--- config.mk ---
export PLATFORM = sky130hd
export DESIGN_NAME = hazard_dest_pipe
export DESIGN_NICKNAME = d
export VERILOG_FILES = /design/src/rtl/hazard_dest_pipe.sv
export SDC_FILE = /design/constraint.sdc
export NUM_CORES = 1
export LEC_CHECK = 0
export CORE_MARGIN = 2
export CORE_UTILIZATION = 40
export CTS_CLUSTER_SIZE = 40
export DETAILED_ROUTE_END_ITERATION = 8
export GPL_TIMING_DRIVEN = 0
export PLACE_DENSITY_LB_ADDON = 0.08
export SYNTH_ARGS = -nofsm -noshare
export SYNTH_HDL_FRONTEND = slang
export SYNTH_SLANG_ARGS = --single-unit
--- constraint.sdc ---
create_clock -name clk -period 3.2 [get_ports clk]
set_input_delay 0.96 -clock clk [delete_from_list [all_inputs] [get_ports clk]]
set_output_delay 0.96 -clock clk [all_outputs]
set_load 0.1 [all_outputs]
--- src/rtl/hazard_dest_pipe.sv ---
// Destination/source metadata pipe (EX, EX/MEM, MEM/WB) with load-use stall,
// branch flush, memory-wait freeze and a saturating stall counter. Optional: ZERO_REG_EN.
module hazard_dest_pipe #(
  parameter int AW = 4,
  parameter int CW = 16
) (
  input  logic          clk,
  input  logic          rst_n,
  input  logic          id_valid,
  input  logic [AW-1:0] id_rs,
  input  logic [AW-1:0] id_rt,
  input  logic          id_rt_used,
  input  logic [AW-1:0] id_rd,
  input  logic          id_regwrite,
  input  logic          id_memread,
  input  logic          flush,
  input  logic          mem_hold,
  output logic          stall,
  output logic [AW-1:0] ex_rs,
  output logic [AW-1:0] ex_rt,
  output logic [AW-1:0] em_rd,
  output logic          em_regwrite,
  output logic [AW-1:0] mw_rd,
  output logic          mw_regwrite,
  output logic [CW-1:0] stall_cnt
);

  typedef struct packed {
    logic          valid;
    logic [AW-1:0] rs;
    logic [AW-1:0] rt;
    logic [AW-1:0] rd;
    logic          regwrite;
    logic          memread;
  } ex_t;

  typedef struct packed {
    logic [AW-1:0] rd;
    logic          regwrite;
  } wb_t;

  ex_t ex_q, id_cap;
  wb_t em_q, mw_q;
  logic pending_flush, flush_eff, rd_match, rd_ok, hz;

  always_comb begin
    id_cap = '0;
    if (id_valid) begin
      id_cap.valid    = 1'b1;
      id_cap.rs       = id_rs;
      id_cap.rt       = id_rt;
      id_cap.rd       = id_rd;
      id_cap.memread  = id_memread;
`ifdef ZERO_REG_EN
      id_cap.regwrite = id_regwrite & (id_rd != '0);
`else
      id_cap.regwrite = id_regwrite;
`endif
    end
  end

  assign flush_eff = flush | pending_flush;
  assign rd_match  = (ex_q.rd == id_rs) | (id_rt_used & (ex_q.rd == id_rt));
`ifdef ZERO_REG_EN
  assign rd_ok     = (ex_q.rd != '0);
`else
  assign rd_ok     = 1'b1;
`endif
  assign hz    = id_valid & ex_q.valid & ex_q.memread & ex_q.regwrite & rd_match & rd_ok;
  assign stall = hz & ~flush_eff & ~mem_hold;

  always_ff @(posedge clk or negedge rst_n) begin
    if (!rst_n) begin
      ex_q          <= '0;
      em_q          <= '0;
      mw_q          <= '0;
      pending_flush <= 1'b0;
    end else if (mem_hold) begin
      // frozen; remember a branch kill so it lands once memory releases
      if (flush) pending_flush <= 1'b1;
    end else begin
      pending_flush <= 1'b0;
      em_q          <= '{rd: ex_q.rd, regwrite: ex_q.regwrite};
      mw_q          <= em_q;
      ex_q          <= (flush_eff | hz) ? '0 : id_cap;
    end
  end

  always_ff @(posedge clk or negedge rst_n) begin
    if (!rst_n)                        stall_cnt <= '0;
    else if (stall && stall_cnt != '1) stall_cnt <= stall_cnt + CW'(1);
  end

  assign ex_rs       = ex_q.rs;
  assign ex_rt       = ex_q.rt;
  assign em_rd       = em_q.rd;
  assign em_regwrite = em_q.regwrite;
  assign mw_rd       = mw_q.rd;
  assign mw_regwrite = mw_q.regwrite;

endmodule

==> impl_results.md, run 1 <==
- Status: finished clean
- # hold bufs at CTS: 0
- Total grt overflow: 0
- Gpl congestion: 0.790
- Longest Clk Path Bufs: 2
- Fin crit share: 95.5%
- Die X: 73.4 um
- Critical Path Sink Type: primary output
- Yosys warns: 0
- Setup-failing EPs final: 0
- # rows: 25
- Vias per cell: 5.17
- Post-synth top area share: 54.5%
- Wire per inst: 15.0 um
- Worst Setup Path Type: input port to primary output
- Syn nets: 179
- Mean Syn Cell Area: 12.2 um^2
- Layout Nets: 241
- Fin. max-slew vios: 0
- Slew @ Worst Pin: 980 ps
- Post-synth top flop: dfrtp_1
- Final WS setup: 144 ps
- FMAX: 327 MHz
- Setup TNS: 0 ps
- Initial DRC count: 62
- Synth cell types: 32
- Period minus WS final: 3060 ps
- Place WS: -1080 ps
- Peak VDD IR: 0.227 mV
- Layout cell share with drive strength beyond 1: 19.0%
- Final hold vios: 0
- DR DRC count: 0
- Worst rel slew slack: 34.4%
- Max Cap Violations: 0
- RSZ-0062 raised after global routing: no
- Worst min path class: flip-flop to flip-flop
- Area growth syn-to-layout: 39.0%
- H-tree level count: 2
- Vias: 1423
- Cell taking the most area after synthesis: dfrtp_1
- Worst-skew pair later-pin latency: 290 ps
- Post-Syn Area: 1930 um^2
- Fraction of registers with async set/reset: 100%
- GRT Util Overall: 17.0%
- Largest net degree at the start of global routing: 43
- I/O pins: 55
- Count of flip-flops with a built-in enable after synthesis: 0
- Commonest cells after routing, fill and taps aside: dfrtp_1, clkdlybuf4s50_1, a22o_1
- Worst Path Required: 2240 ps
- PD cells: 418 nW/um^2
- Synth Register Bits: 42
- Root Buffer: clkbuf_8
- Synth Instances: 158
- Placed Instances: 266
- Reg clk slew, reported paths: 70 ps
- CTS Buf Count: 5
- CP max FO: 3
- Post-route ant nets: 0
- Final std cells w/o fill: 275
- Initial antenna violation count: 0
- Leak: 1.26 nW
- Drt first pass iters: 4
- First-pass GRT wire length: 6.90 mm
- I/O Buffers: 53
- Starting density of the core: 41.1%
- Routed WL: 4.13 mm
- Die height: 73.4 um
- Clk sinks: 42
- Vias in the first global route: 1462
- Worst clock skew: 5.03 ps
- Top post-synthesis cells by area: dfrtp_1, mux2_2, a22o_1, xor2_1, xnor2_1
- Diode count: 0
- Startpoint Class: input port
- Final core occ: 57.1%
- Sequential area share after synthesis: 54.5%
- Die area: 5390 um^2
- CTS tree: yes
- WP data arrival: 2100 ps
- Post-DP HPWL: 3.01 mm
- Core Region: 4690 um^2
[timing repair]
item | 4_1_cts | 5_1_grt
setup buffers | 1 | 0
pin swaps | 3 | 3
endpoints found under the setup margin | 1 | 1
hold endpoints to repair | 0 | 0
resized for setup | 16 | 6
[critical path, stage by stage]
cell	delay [ps]
clkdlybuf4s50_1	460
nor4b_4	240
nand2_2	120
nor2b_4	140
buf_12	180
[cells in the mapped netlist (2+ instances only)]
master and instances:
a22o_1 14, buf_4 10, clkbuf_1 3, dfrtp_1 42, mux2_2 11, nand2_1 10, nand3_1 5, nand4_1 4
nor2_1 4, nor3_1 6, nor3b_1 2, nor4_1 4, nor4b_1 2, o21a_1 2, o21ai_0 2, or2_2 2
xnor2_1 9, xor2_1 12
[registers in the layout, summed over array words and instances, names as in the netlist]
register,flops
ex_q,7
pending_flush,1
ex_rt,4
mw_regwrite,1
mw_rd,4
em_regwrite,1
ex_rs,4
stall_cnt,16
em_rd,4
[power breakdown]
group	leakage (nW)	total [mW]	internal, mW	switching [mW]
Combinational	0.639	0.215	0.0730	0.142
Sequential	0.577	0.562	0.549	0.0129
Clock	0.0482	0.343	0.174	0.169
Total	1.26	1.12	0.796	0.324
[layout make-up]
type,instances,area (um^2)
repair buffers,55,571
fillers,415,2010
multi-input cells,101,802
flip-flops and latches,42,1050
well taps,54,67.6
clock inverters,1,5.00
clock buffers,7,86.3
inverters,1,3.75
plain buffers,14,91.3
[through the flow]
stage | hold slack [ps] | instance area, um^2 | power [mW]
2_1_floorplan | 441 | 1930 | 0.713
3_3_place_gp | 457 | 2530 | 0.784
3_5_place_dp | 465 | 2550 | 0.789
4_1_cts | 475 | 2660 | 1.14
5_1_grt | 491 | 2680 | 1.18
6_report | 474 | 2680 | 1.12
[path summary, 6_finish.rpt]
path                                           from                        to  slack, ps  cells after the start
max                                        id_valid                     stall        140                      5
min                            ex_q[14]$_DFFE_PN0N_      ex_q[14]$_DFFE_PN0N_        470                      1
max reg2reg                stall_cnt[0]$_DFFE_PN0P_  stall_cnt[1]$_DFFE_PN0P_       1020                      6
min reg2reg                    ex_q[14]$_DFFE_PN0N_      ex_q[14]$_DFFE_PN0N_        470                      1
max in group asynchronous                     rst_n  stall_cnt[0]$_DFFE_PN0P_       2360                      2
min in group asynchronous                     rst_n      ex_rs[3]$_DFFE_PN0N_        620                      2
[layer usage]
metal	track usage, %	wire length, um
met1	21.3	1840
met2	28.2	2020
met3	4.53	197
met4	6.06	62
met5	0	0
[cells by family after synthesis]
logic type / share of synthesized area, %
buffers and inverters: 4.93
AOI/OAI and AO/OA: 8.90
adders and majority gates: 0.649
muxes: 7.53
xor gates and xnor gates: 9.55
DFF: 54.5
and+or+nand+nor: 13.9
No activity file was read; power rests on OpenSTA's default activity.
==> run 2, diff against run 1 <==
Settings changed: CAP_MARGIN from default to 0.
==> results of run 2 <==
The final DEF is identical to that of run 1; final timing and power are the same.
